===== src/rtl/glb_fill_ctrl_if.sv =====
// Stream-in and GLB write-port bundle for glb_fill_ctrl.
// master = stream source / GLB side, slave = the fill controller.
interface glb_fill_ctrl_if #(
    parameter int DATA_BITWIDTH = 16,
    parameter int ADDR_BITWIDTH = 10
);
    logic                     in_valid;
    logic [DATA_BITWIDTH-1:0] in_data;
    logic                     in_ready;
    logic                     write_en_wght;
    logic [ADDR_BITWIDTH-1:0] w_addr_wght;
    logic [DATA_BITWIDTH-1:0] w_data_wght;
    logic                     write_en_iact;
    logic [ADDR_BITWIDTH-1:0] w_addr_iact;
    logic [DATA_BITWIDTH-1:0] w_data_iact;

    modport master (
        output in_valid, in_data,
        input  in_ready,
        input  write_en_wght, w_addr_wght, w_data_wght,
        input  write_en_iact, w_addr_iact, w_data_iact
    );

    modport slave (
        input  in_valid, in_data,
        output in_ready,
        output write_en_wght, w_addr_wght, w_data_wght,
        output write_en_iact, w_addr_iact, w_data_iact
    );
endinterface


===== src/rtl/glb_fill_ctrl.sv =====
// GLB fill controller: streams words into the weight GLB, then the iact GLB.
// Optional running XOR checksum output enabled by GLB_FILL_CHKSUM_EN.
module glb_fill_ctrl #(
    parameter int DATA_BITWIDTH = 16,
    parameter int ADDR_BITWIDTH = 10
) (
    input  logic                     clk,
    input  logic                     reset,
    input  logic                     start,
    input  logic                     abort,
    input  logic [ADDR_BITWIDTH-1:0] wght_base,
    input  logic [ADDR_BITWIDTH-1:0] wght_len,
    input  logic [ADDR_BITWIDTH-1:0] iact_base,
    input  logic [ADDR_BITWIDTH-1:0] iact_len,
    glb_fill_ctrl_if.slave           bus,
    output logic                     busy,
    output logic                     done
`ifdef GLB_FILL_CHKSUM_EN
    ,
    output logic [DATA_BITWIDTH-1:0] chksum
`endif
);
    localparam logic [ADDR_BITWIDTH-1:0] ONE = ADDR_BITWIDTH'(1);

    typedef enum logic [1:0] {IDLE, LD_WGHT, LD_IACT, DONE} state_e;

    state_e                   state_q, state_d;
    logic [ADDR_BITWIDTH-1:0] wbase_q, wbase_d, wlen_q, wlen_d;
    logic [ADDR_BITWIDTH-1:0] ibase_q, ibase_d, ilen_q, ilen_d;
    logic [ADDR_BITWIDTH-1:0] cnt_q, cnt_d;
    logic                     we_w_q, we_w_d, we_i_q, we_i_d;
    logic [ADDR_BITWIDTH-1:0] addr_w_q, addr_w_d, addr_i_q, addr_i_d;
    logic [DATA_BITWIDTH-1:0] data_w_q, data_w_d, data_i_q, data_i_d;
    logic                     ready, hs;

    assign ready = (state_q == LD_WGHT) || (state_q == LD_IACT);
    assign hs    = bus.in_valid && ready;

    always_comb begin
        state_d  = state_q;
        wbase_d  = wbase_q;
        wlen_d   = wlen_q;
        ibase_d  = ibase_q;
        ilen_d   = ilen_q;
        cnt_d    = cnt_q;
        we_w_d   = 1'b0;
        we_i_d   = 1'b0;
        addr_w_d = addr_w_q;
        data_w_d = data_w_q;
        addr_i_d = addr_i_q;
        data_i_d = data_i_q;

        // Write side follows the handshake regardless of abort.
        if (hs && state_q == LD_WGHT) begin
            we_w_d   = 1'b1;
            addr_w_d = wbase_q + cnt_q;
            data_w_d = bus.in_data;
        end
        if (hs && state_q == LD_IACT) begin
            we_i_d   = 1'b1;
            addr_i_d = ibase_q + cnt_q;
            data_i_d = bus.in_data;
        end

        case (state_q)
            IDLE: begin
                if (start) begin
                    wbase_d = wght_base;
                    wlen_d  = wght_len;
                    ibase_d = iact_base;
                    ilen_d  = iact_len;
                    cnt_d   = '0;
                    if (wght_len != '0)      state_d = LD_WGHT;
                    else if (iact_len != '0) state_d = LD_IACT;
                    else                     state_d = DONE;
                end
            end
            LD_WGHT: begin
                if (hs) begin
                    if (cnt_q == wlen_q - ONE) begin
                        cnt_d   = '0;
                        state_d = (ilen_q != '0) ? LD_IACT : DONE;
                    end else begin
                        cnt_d = cnt_q + ONE;
                    end
                end
            end
            LD_IACT: begin
                if (hs) begin
                    if (cnt_q == ilen_q - ONE) begin
                        cnt_d   = '0;
                        state_d = DONE;
                    end else begin
                        cnt_d = cnt_q + ONE;
                    end
                end
            end
            DONE:    state_d = IDLE;
            default: state_d = IDLE;
        endcase

        if (abort && state_q != IDLE) begin
            state_d = IDLE;
            cnt_d   = '0;
        end
    end

    always_ff @(posedge clk or negedge reset) begin
        if (!reset) begin
            state_q  <= IDLE;
            wbase_q  <= '0;
            wlen_q   <= '0;
            ibase_q  <= '0;
            ilen_q   <= '0;
            cnt_q    <= '0;
            we_w_q   <= 1'b0;
            we_i_q   <= 1'b0;
            addr_w_q <= '0;
            data_w_q <= '0;
            addr_i_q <= '0;
            data_i_q <= '0;
        end else begin
            state_q  <= state_d;
            wbase_q  <= wbase_d;
            wlen_q   <= wlen_d;
            ibase_q  <= ibase_d;
            ilen_q   <= ilen_d;
            cnt_q    <= cnt_d;
            we_w_q   <= we_w_d;
            we_i_q   <= we_i_d;
            addr_w_q <= addr_w_d;
            data_w_q <= data_w_d;
            addr_i_q <= addr_i_d;
            data_i_q <= data_i_d;
        end
    end

`ifdef GLB_FILL_CHKSUM_EN
    logic [DATA_BITWIDTH-1:0] chk_q, chk_d;

    always_comb begin
        chk_d = chk_q;
        if (state_q == IDLE && start)        chk_d = '0;
        else if (abort && state_q != IDLE)   chk_d = '0;
        else if (hs)                         chk_d = chk_q ^ bus.in_data;
    end

    always_ff @(posedge clk or negedge reset) begin
        if (!reset) chk_q <= '0;
        else        chk_q <= chk_d;
    end

    assign chksum = chk_q;
`endif

    assign bus.in_ready      = ready;
    assign bus.write_en_wght = we_w_q;
    assign bus.w_addr_wght   = addr_w_q;
    assign bus.w_data_wght   = data_w_q;
    assign bus.write_en_iact = we_i_q;
    assign bus.w_addr_iact   = addr_i_q;
    assign bus.w_data_iact   = data_i_q;
    assign busy = (state_q != IDLE);
    assign done = (state_q == DONE) && !abort;
endmodule

===== src/flat_wrapper.sv =====
// flat-port wrapper written by rule: the top's interface ports become plain ports
module glb_fill_ctrl_flat 
#(
    parameter int DATA_BITWIDTH = 16,
    parameter int ADDR_BITWIDTH = 10
)
  (clk, reset, start, abort, wght_base, wght_len, iact_base, iact_len, busy, done, bus_in_valid, bus_in_data, bus_in_ready, bus_write_en_wght, bus_w_addr_wght, bus_w_data_wght, bus_write_en_iact, bus_w_addr_iact, bus_w_data_iact);
  glb_fill_ctrl_if #(.DATA_BITWIDTH(DATA_BITWIDTH), .ADDR_BITWIDTH(ADDR_BITWIDTH)) bus_i ();
  input  logic clk;
  input  logic reset;
  input  logic start;
  input  logic abort;
  input  logic [ADDR_BITWIDTH-1:0] wght_base;
  input  logic [ADDR_BITWIDTH-1:0] wght_len;
  input  logic [ADDR_BITWIDTH-1:0] iact_base;
  input  logic [ADDR_BITWIDTH-1:0] iact_len;
  output logic busy;
  output logic done;
  input wire logic [$bits(bus_i.in_valid)-1:0] bus_in_valid;
  input wire logic [$bits(bus_i.in_data)-1:0] bus_in_data;
  output wire logic [$bits(bus_i.in_ready)-1:0] bus_in_ready;
  output wire logic [$bits(bus_i.write_en_wght)-1:0] bus_write_en_wght;
  output wire logic [$bits(bus_i.w_addr_wght)-1:0] bus_w_addr_wght;
  output wire logic [$bits(bus_i.w_data_wght)-1:0] bus_w_data_wght;
  output wire logic [$bits(bus_i.write_en_iact)-1:0] bus_write_en_iact;
  output wire logic [$bits(bus_i.w_addr_iact)-1:0] bus_w_addr_iact;
  output wire logic [$bits(bus_i.w_data_iact)-1:0] bus_w_data_iact;
  assign bus_i.in_valid = bus_in_valid;
  assign bus_i.in_data = bus_in_data;
  assign bus_in_ready = bus_i.in_ready;
  assign bus_write_en_wght = bus_i.write_en_wght;
  assign bus_w_addr_wght = bus_i.w_addr_wght;
  assign bus_w_data_wght = bus_i.w_data_wght;
  assign bus_write_en_iact = bus_i.write_en_iact;
  assign bus_w_addr_iact = bus_i.w_addr_iact;
  assign bus_w_data_iact = bus_i.w_data_iact;
  glb_fill_ctrl #(.DATA_BITWIDTH(DATA_BITWIDTH), .ADDR_BITWIDTH(ADDR_BITWIDTH)) u_core (.clk(clk), .reset(reset), .start(start), .abort(abort), .wght_base(wght_base), .wght_len(wght_len), .iact_base(iact_base), .iact_len(iact_len), .bus(bus_i), .busy(busy), .done(done));
endmodule

===== config.mk =====
export PLATFORM = sky130hd
export DESIGN_NAME = glb_fill_ctrl_flat
export DESIGN_NICKNAME = d
export VERILOG_FILES = /design/src/rtl/glb_fill_ctrl_if.sv /design/src/rtl/glb_fill_ctrl.sv /design/src/flat_wrapper.sv
export SDC_FILE = /design/constraint.sdc
export NUM_CORES = 1
export LEC_CHECK = 0
export CORE_ASPECT_RATIO = 1.4
export CORE_MARGIN = 4
export CORE_UTILIZATION = 56
export CTS_CLUSTER_DIAMETER = 80
export DETAILED_ROUTE_END_ITERATION = 6
export GPL_TIMING_DRIVEN = 1
export PLACE_DENSITY_LB_ADDON = 0.05
export SLEW_MARGIN = 30
export SYNTH_ARGS = -nofsm -noshare
export SYNTH_HDL_FRONTEND = slang
export SYNTH_SLANG_ARGS = --single-unit

===== constraint.sdc =====
create_clock -name clk -period 7.6 [get_ports clk]
set_input_delay 1.52 -clock clk [delete_from_list [all_inputs] [get_ports clk]]
set_output_delay 1.52 -clock clk [all_outputs]
set_load 0.05 [all_outputs]

# After elaboration in Yosys (flattened, before gate mapping)
# Index checks and enable logic that the tools add are counted.
dict set report classes {
  n_addsub 5
  n_eq_ne 10
  n_mux 19
  n_reduce_logical 16
}
# cell count
set op_table {}
lappend op_table {{two-way mux 10 bit} 6}
lappend op_table {{one-hot mux 10 bit (3 select lines)} 1}
lappend op_table {{nonzero test 10 bit} 3}
lappend op_table {{adder 10 bit} 2}
lappend op_table {{equality test 10 bit} 2}
lappend op_table {{subtractor 10 x 1 -> 10 bit, second input constant} 2}
lappend op_table {{two-way mux 2 bit} 7}
lappend op_table {{adder 10 x 1 -> 10 bit, second input constant} 1}
lappend op_table {{!= test 3 x 2 -> 1 bit, second input constant} 3}
lappend op_table {{one-hot mux 2 bit (4 select lines)} 1}
lappend op_table {{!= test 3 bit, second input constant} 2}
lappend op_table {{logical AND 1 bit} 5}
lappend op_table {{AND reduction 5 bit} 1}
lappend op_table {{equality test 2 bit, second input constant} 2}
lappend op_table {{two-way mux 1 bit} 4}
lappend op_table {{AND reduction 4 bit} 1}
lappend op_table {{nonzero test 4 bit} 1}
lappend op_table {{equality test 2 x 1 -> 1 bit, second input constant} 1}
lappend op_table {{logical NOT 2 bit} 1}
lappend op_table {{AND reduction 2 bit} 1}
lappend op_table {{nonzero test 2 bit} 1}
lappend op_table {{logical NOT 1 bit} 1}
lappend op_table {{logical OR 1 bit} 1}
dict set report word_totals {
  ff_bits 106
  inputBits 61
  out_inout_bits 57
  wordCells 62
}

# Logic depth before layout (Yosys ltp)
# Gate-level depths: netlist of run 1.
dict set report logic_depth {
  depth_word 6
  mapped_depth 12
  ltp_nobuf 11
}

# Worst setup path after synthesis of run 1
# No wires, ideal clock.
dict set report synth_timing {
  path_type {input port to output port}
  start {in abort}
  end {out done}
  arrival_time_ps 2209
  t_required_ps 6080
  slack_ps 3871
  stages 1
  n_path_buf 0
  path_cell_list {nor2b_1}
}
dict set report synth_via {
  elab_chain_cells 2
}
# item line_no
set synth_lines {}
lappend synth_lines {{from (decl)} flat_wrapper.sv:12} ;# input logic abort;
lappend synth_lines {{logical NOT 1 bit} glb_fill_ctrl.sv:164} ;# assign done = (state_q == DONE) && !abort;
lappend synth_lines {{logical AND 1 bit} glb_fill_ctrl.sv:164}
lappend synth_lines {{to (decl)} flat_wrapper.sv:18} ;# output logic done;
# Every way passes these cells.

# Final worst setup path of run 1
# Ends and elaborated chain as after synthesis.

==> results of run 1 <==
how the worst min path moves through the flow:
| stage | to | cells after the start | start |
|---|---|---|---|
| 2_1_floorplan | u_core.ibase_q[0] | 1 | u_core.ibase_q[0] |
| 3_3_place_gp | u_core.bus.w_addr_wght[7] | 2 | u_core.bus.w_addr_wght[7] |
| 3_5_place_dp | u_core.bus.w_addr_wght[5] | 2 | u_core.bus.w_addr_wght[5] |
| 4_1_cts | u_core.bus.w_addr_wght[5] | 2 | u_core.bus.w_addr_wght[5] |
| 5_1_grt | u_core.bus.w_addr_wght[2] | 2 | u_core.bus.w_addr_wght[2] |
| 6_report | u_core.bus.w_addr_wght[3] | 2 | u_core.bus.w_addr_wght[3] |
state kept, by name, summed over array words and instances, names as in the netlist:
name and cells:
u_core.bus.write_en_wght 1, u_core.bus.w_addr_wght 10, u_core.wlen_q 10, u_core.cnt_q 10, u_core.bus.write_en_iact 1, u_core.wbase_q 10
u_core.state_q 2, u_core.ilen_q 10, u_core.bus.w_addr_iact 10, u_core.ibase_q 10, u_core.bus.w_data_iact 16, u_core.bus.w_data_wght 16
worst min-delay path, delay by kind of cell, from the launching register on:
| kind | cells | cell delay [ps] |
|---|---|---|
| AND/OR/NAND/NOR | 1 | 50 |
| AO/OA/AOI/OAI | 1 | 60 |
| flip-flops | 1 | 340 |
placed cells by master (no fill, tap or decap), drive strengths merged, types with 12 or more instances in the layout:
master         count
clkdlybuf4s50    116
o21ai             33
nand2             47
dfrtp            106
nor2              26
ha                25
xnor2             22
inv               28
mux2              75
nor3              15
nand3             15
xor2              12
Yosys cell counts, types with 8 or more instances:
master / count / area [um^2]
o21ai_0: 32 / 160
nor2b_1: 8 / 50.1
xnor2_1: 22 / 193
ha_1: 25 / 313
nor2_1: 26 / 97.6
dfrtp_1: 106 / 2650
clkbuf_1: 18 / 67.6
nand2_1: 47 / 176
nor3_1: 15 / 75.1
inv_1: 26 / 97.6
a21oi_1: 10 / 50.1
mux2_2: 75 / 845
nand3_1: 15 / 75.1
xor2_1: 12 / 105
metrics by stage:
stage,hold slack (ps),worst slack [ps],utilization [%],std cells,instance area [um^2]
2_1_floorplan,484,3870,-,529,5720
3_3_place_gp,463,3170,70.3,762,6990
3_5_place_dp,471,3150,70.3,762,6990
4_1_cts,487,3140,73.2,778,7290
5_1_grt,504,3080,73.2,778,7290
6_report,482,3150,73.2,778,7290
routing by layer:
metal	up-vias	wire [um]
li1	2097	-
met1	2142	5050
met2	124	6690
met3	16	1020
met4	0	216
met5	-	0
cell families (layout without fill, tap and decap cells):
kind of cell | count (synthesis) | after routing | synth area share [%]
compound gates | 89 | 89 | 10.5
xor+xnor | 34 | 34 | 5.20
buf+inv | 49 | 163 | 3.43
flops | 106 | 106 | 46.3
fa+ha+maj | 27 | 27 | 6.16
mux | 79 | 79 | 15.5
simple gates | 145 | 145 | 12.9
power by group:
part	switching, uW	internal (uW)
Sequential	221	825
Combinational	1060	741
Clock	205	257
layout make-up:
cell class,count,area [um^2]
clock buffers,10,229
clock inverters,6,65.1
fillers,706,2660
inverters,26,97.6
multi-input cells,374,2880
flip-flops and latches,106,2650
well taps,135,169
repair buffers,121,1200
==> flow_metrics.tcl, run 1 <==
set metrics [dict create \
    status "finished, final reports clean" \
    yosysSeqAreaShare_pct 46.3 \
    synthArstFlopShare_pct 100 \
    syn_to_final_growth_pct 27.4 \
    nets 726 \
    htree_levels 3 \
    n_antenna_cell 0 \
    r2r_end "u_core.cnt_q[6]" \
    cp_cell_sequence "clkdlybuf4s50_1, nor2b_1, clkdlybuf4s50_1" \
    tightestPinTransition_ps 820 \
    grt.met3_usage_pct 7.13 \
    worstPathRequired_ps 6080 \
    ant_nets 0 \
    slowest_stage "clkdlybuf4s50_1" \
    gp_congestion 0.914 \
    dpl.hpwl_um 9540 \
    path_max_fanout 4 \
    clk_latency_ps 340 \
    rows 43 \
    syn_avg_cell_area_um2 10.8 \
    dieArea_um2 11900 \
    port_buffers 117 \
    fmaxAchievable_mhz 224 \
    path_class "input port to output port" \
    max_slew_margin_pct 45.2 \
    drt_iter0_markers 164 \
    min_path_type "flop to flop" \
    io_pins 118 \
    use_met2_pct 40.8 \
    power.leakage_uw 0.00316 \
    routed_wl_um 13000 \
    syn_area_um2 5720 \
    r2r_cells 10 \
    clockBufferDepth 2 \
    grt_usage_pct 23.2 \
    cp.depth 3 \
    grt_start_max_net_pins 71 \
    grt_use_met1_pct 26.0 \
    maxSlewViolCount 0 \
    cp_common_cell "clkdlybuf4s50_1" \
    peakVddDrop_mv 0.329 \
    fin_tns_setup_ps 0 \
    cts_hold_buf 0 \
    synth_flop_cell "dfrtp_1" \
    cts_tree "yes" \
    post-route-drc-count 0 \
    firstDrtPassIters 4 \
    ff2ff_setup_slack_ps 4470 \
    crit_end "done" \
    finalSetupViolCount 0 \
    fin_crit_sh_pct 58.6 \
    path_delay_family "buffers and inverters" \
    grt_pass1_wl_um 22100 \
    antenna_found_initial 0 \
    cts-resized-gates 0 \
    endpoint_kind "output port" \
    synth_edf_count 0 \
    first_global_vias 4763 \
    clockRootBuffer "clkbuf_16" \
    numCtsBuffers 9 \
    hold_violations 0 \
    ys_seq_elements 106 \
    viasPerCell 5.63 \
    synth_fp_nets 617 \
    cp.buffers_inverters 2 \
    slowest_delay_ps 800 \
    initial_core_util_pct 57.5 \
    busiest_layer "met2" \
    clk_pin_slew_worst_paths_ps 70 \
    powerDensity_nw_per_um2 454 \
    synth_cell_types 56 \
    vias 4379 \
    p_total_uw 3310 \
    startpoint "abort" \
    rsz0062_at_grt "no" \
    cts.sinks 106 \
    r2r-start "u_core.wlen_q[0]" \
    period_minus_slack_ps 4450 \
    worstPathArrival_ps 2930 \
    wire_per_inst_um 16.7 \
    maxCapViolations 0 \
    ys_warn_count 0 \
    grt_overflow 0 \
    die_w_um 93.4 \
    drive_gt1_share_pct 16.2 \
    core_area_um2 9950 \
    dieHeight_um 128 \
    worstSetupStartpointType "input port" \
    cts_setup_buffers 0 \
    netlist_instances 529 \
    skew_ps 8.26 \
]
No activity file was read; power rests on OpenSTA's default activity.
==> run 2, diff against run 1 <==
--- a/config.mk
+++ b/config.mk
@@ -7,7 +7,7 @@
 export LEC_CHECK = 0
 export CORE_ASPECT_RATIO = 1.4
 export CORE_MARGIN = 4
-export CORE_UTILIZATION = 56
+export CORE_UTILIZATION = 47
 export CTS_CLUSTER_DIAMETER = 80
 export DETAILED_ROUTE_END_ITERATION = 6
 export GPL_TIMING_DRIVEN = 1
==> constraint.sdc (replaced) <==
create_clock -name clk -period 4 [get_ports clk]
set_input_delay 0.8 -clock clk [delete_from_list [all_inputs] [get_ports clk]]
set_output_delay 0.8 -clock clk [all_outputs]
set_load 0.05 [all_outputs]
==> run 2 against run 1 <==
  * Hold slack got worse by 2.8 ps
  * Final area increased by 0.70%
  * Wire length grew 3.4%
  * Combinational power rose by 90%
  * Critical endpoint is now u_core.cnt_q[6]
  * Largest power group unchanged
  * Setup slack got worse by 2200 ps
  * Sequential share of layout area decreased by 0.25 points
  * Cell count up 1.9%
  * First-iteration DRC count decreased by 28%
  * Largest cell class unchanged
  * Sequential power up 89%
  * Flip-flop and latch count unchanged
  * Power is 91% higher
==> flow_metrics.tcl, run 2 (synthesis gave the netlist of run 1 again) <==
set metrics [dict create \
    worstPathRequired_ps 4280 \
    port_buffers 117 \
    max_slew_margin_pct 37.3 \
    maxSlewViolCount 0 \
    r2r_cells 10 \
    cts_setup_buffers 0 \
    routed_wl_um 13400 \
    fin_area_um2 7340 \
    fin_crit_sh_pct 76.4 \
    vias 4395 \
    endpoint_kind "flop" \
    worstPathArrival_ps 3330 \
    dieHeight_um 139 \
    cp_common_cell "a21oi_1" \
    rsz0062_at_grt "no" \
    min_path_type "flop to flop" \
    path_class "flop to flop" \
    post-route-drc-count 0 \
    viasPerCell 5.54 \
    finalSetupViolCount 0 \
    peakVddDrop_mv 0.660 \
    slowest_stage "a211oi_2" \
    wire_per_inst_um 16.9 \
    clockRootBuffer "clkbuf_16" \
    initial_core_util_pct 48.2 \
    status "finished, final reports clean" \
    gp_congestion 0.829 \
    min_path_cells 2 \
    period_minus_slack_ps 3060 \
    maxCapViolations 0 \
    hold_violations 0 \
    fillers 1047 \
    mostFrequentLayoutCells "116 x clkdlybuf4s50_1, 106 x dfrtp_1, 75 x mux2_2" \
    firstDrtPassIters 4 \
    cts_hold_buf 0 \
    tightestPinTransition_ps 937 \
    fmaxAchievable_mhz 327 \
    cts-resized-gates 0 \
    clk_pin_slew_worst_paths_ps 70 \
    antenna_found_initial 0 \
    clockBufferDepth 2 \
    grt_pass1_wl_um 22300 \
    finish.utilization_pct 61.8 \
    dpl.hpwl_um 10100 \
    dieArea_um2 14000 \
    n_antenna_cell 0 \
    worst_slack_ps 942 \
    power.leakage_uw 0.00317 \
    first_global_vias 4666 \
    cts_tree "yes" \
    drt_iter0_markers 118 \
    cts.sinks 106 \
    die_w_um 101 \
    clk_latency_ps 350 \
    ant_nets 0 \
    worstSetupStartpointType "flop" \
    grt_start_max_net_pins 63 \
    cp_cell_sequence "inv_1, ha_1, or4b_4, o41ai_2, a21oi_1, o2bb2ai_1, a221oi_2, a211oi_2, a21oi_1, o21ai_0" \
    dp_slack_ps 972 \
    core_area_um2 11900 \
    slowest_delay_ps 730 \
    grt_overflow 0 \
    skew_ps 8.84 \
    io_pins 118 \
    htree_levels 3 \
    drive_gt1_share_pct 16.7 \
    layout_commonest_cell "clkdlybuf4s50_1" \
    place_area_um2 7030 \
    numCtsBuffers 9 \
    fin_tns_setup_ps 0 \
    nets 729 \
    path_max_fanout 14 \
    powerDensity_nw_per_um2 862 \
    grt_usage_pct 19.9 \
    whs_ps 479 \
    syn_to_final_growth_pct 28.3 \
    rows 47 \
]
[run 2: cell count changes in the layout (fill, tap and decap cells not counted), sizes merged]
cell,previous run,this run
inv,28,29
clkbuf,10,9
buf,5,8
[run 2: worst max-delay path, delay by kind of cell (launching register included)]
| kind | cells | cell delay, ps |
|---|---|---|
| AND/OR/NAND/NOR | 1 | 530 |
| buffers and inverters | 1 | 70 |
| adder cells (fa/ha/maj) | 1 | 310 |
| AO/OA/AOI/OAI | 7 | 1640 |
| flip-flops | 1 | 430 |
[run 2: path summary, 6_finish.rpt]
| path | endpoint | startpoint | slack (ps) |
|---|---|---|---|
| worst max-delay path | u_core.cnt_q[6] | u_core.wlen_q[0] | 940 |
| worst min-delay path | u_core.bus.w_addr_wght[6] | u_core.bus.w_addr_wght[6] | 480 |
| worst max register to register | u_core.cnt_q[6] | u_core.wlen_q[0] | 940 |
| worst min register to register | u_core.bus.w_addr_wght[6] | u_core.bus.w_addr_wght[6] | 480 |
| max in group asynchronous | u_core.bus.w_data_iact[14] | reset | 2640 |
| min in group asynchronous | u_core.bus.w_addr_iact[7] | reset | 530 |
[run 2: stage by stage]
stage | power, uW | cells
final | 6330 | 793
after global routing | 6750 | 793
after CTS | 6400 | 793
after detailed placement | 5450 | 777
after global placement | 5370 | 777
after floorplan | 4400 | 529
[run 2: power breakdown]
part	switching (uW)	internal, uW	total [uW]
combinational	2010	1420	3420
sequential	416	1570	1980
clock	425	499	924
[run 2: area by class of cell]
cell class	instances	area (um^2)	share of cell area (%)
Tap cell	147	184	2.51
Multi-Input combinational cell	374	2880	39.2
Sequential cell	106	2650	36.1
Clock inverter	7	86.3	1.18
Timing Repair Buffer	124	1220	16.6
Clock buffer	9	225	3.07
Inverter	26	97.6	1.33
[run 2: routing by layer]
metal  track usage (%)  up-vias  wire length (um)
met1              22.9     2157              5220
met3              4.53       20               796
met4              7.49        0               249
met5                 0        -                 0
met2              35.2      110              7150
li1                  -     2108                 -
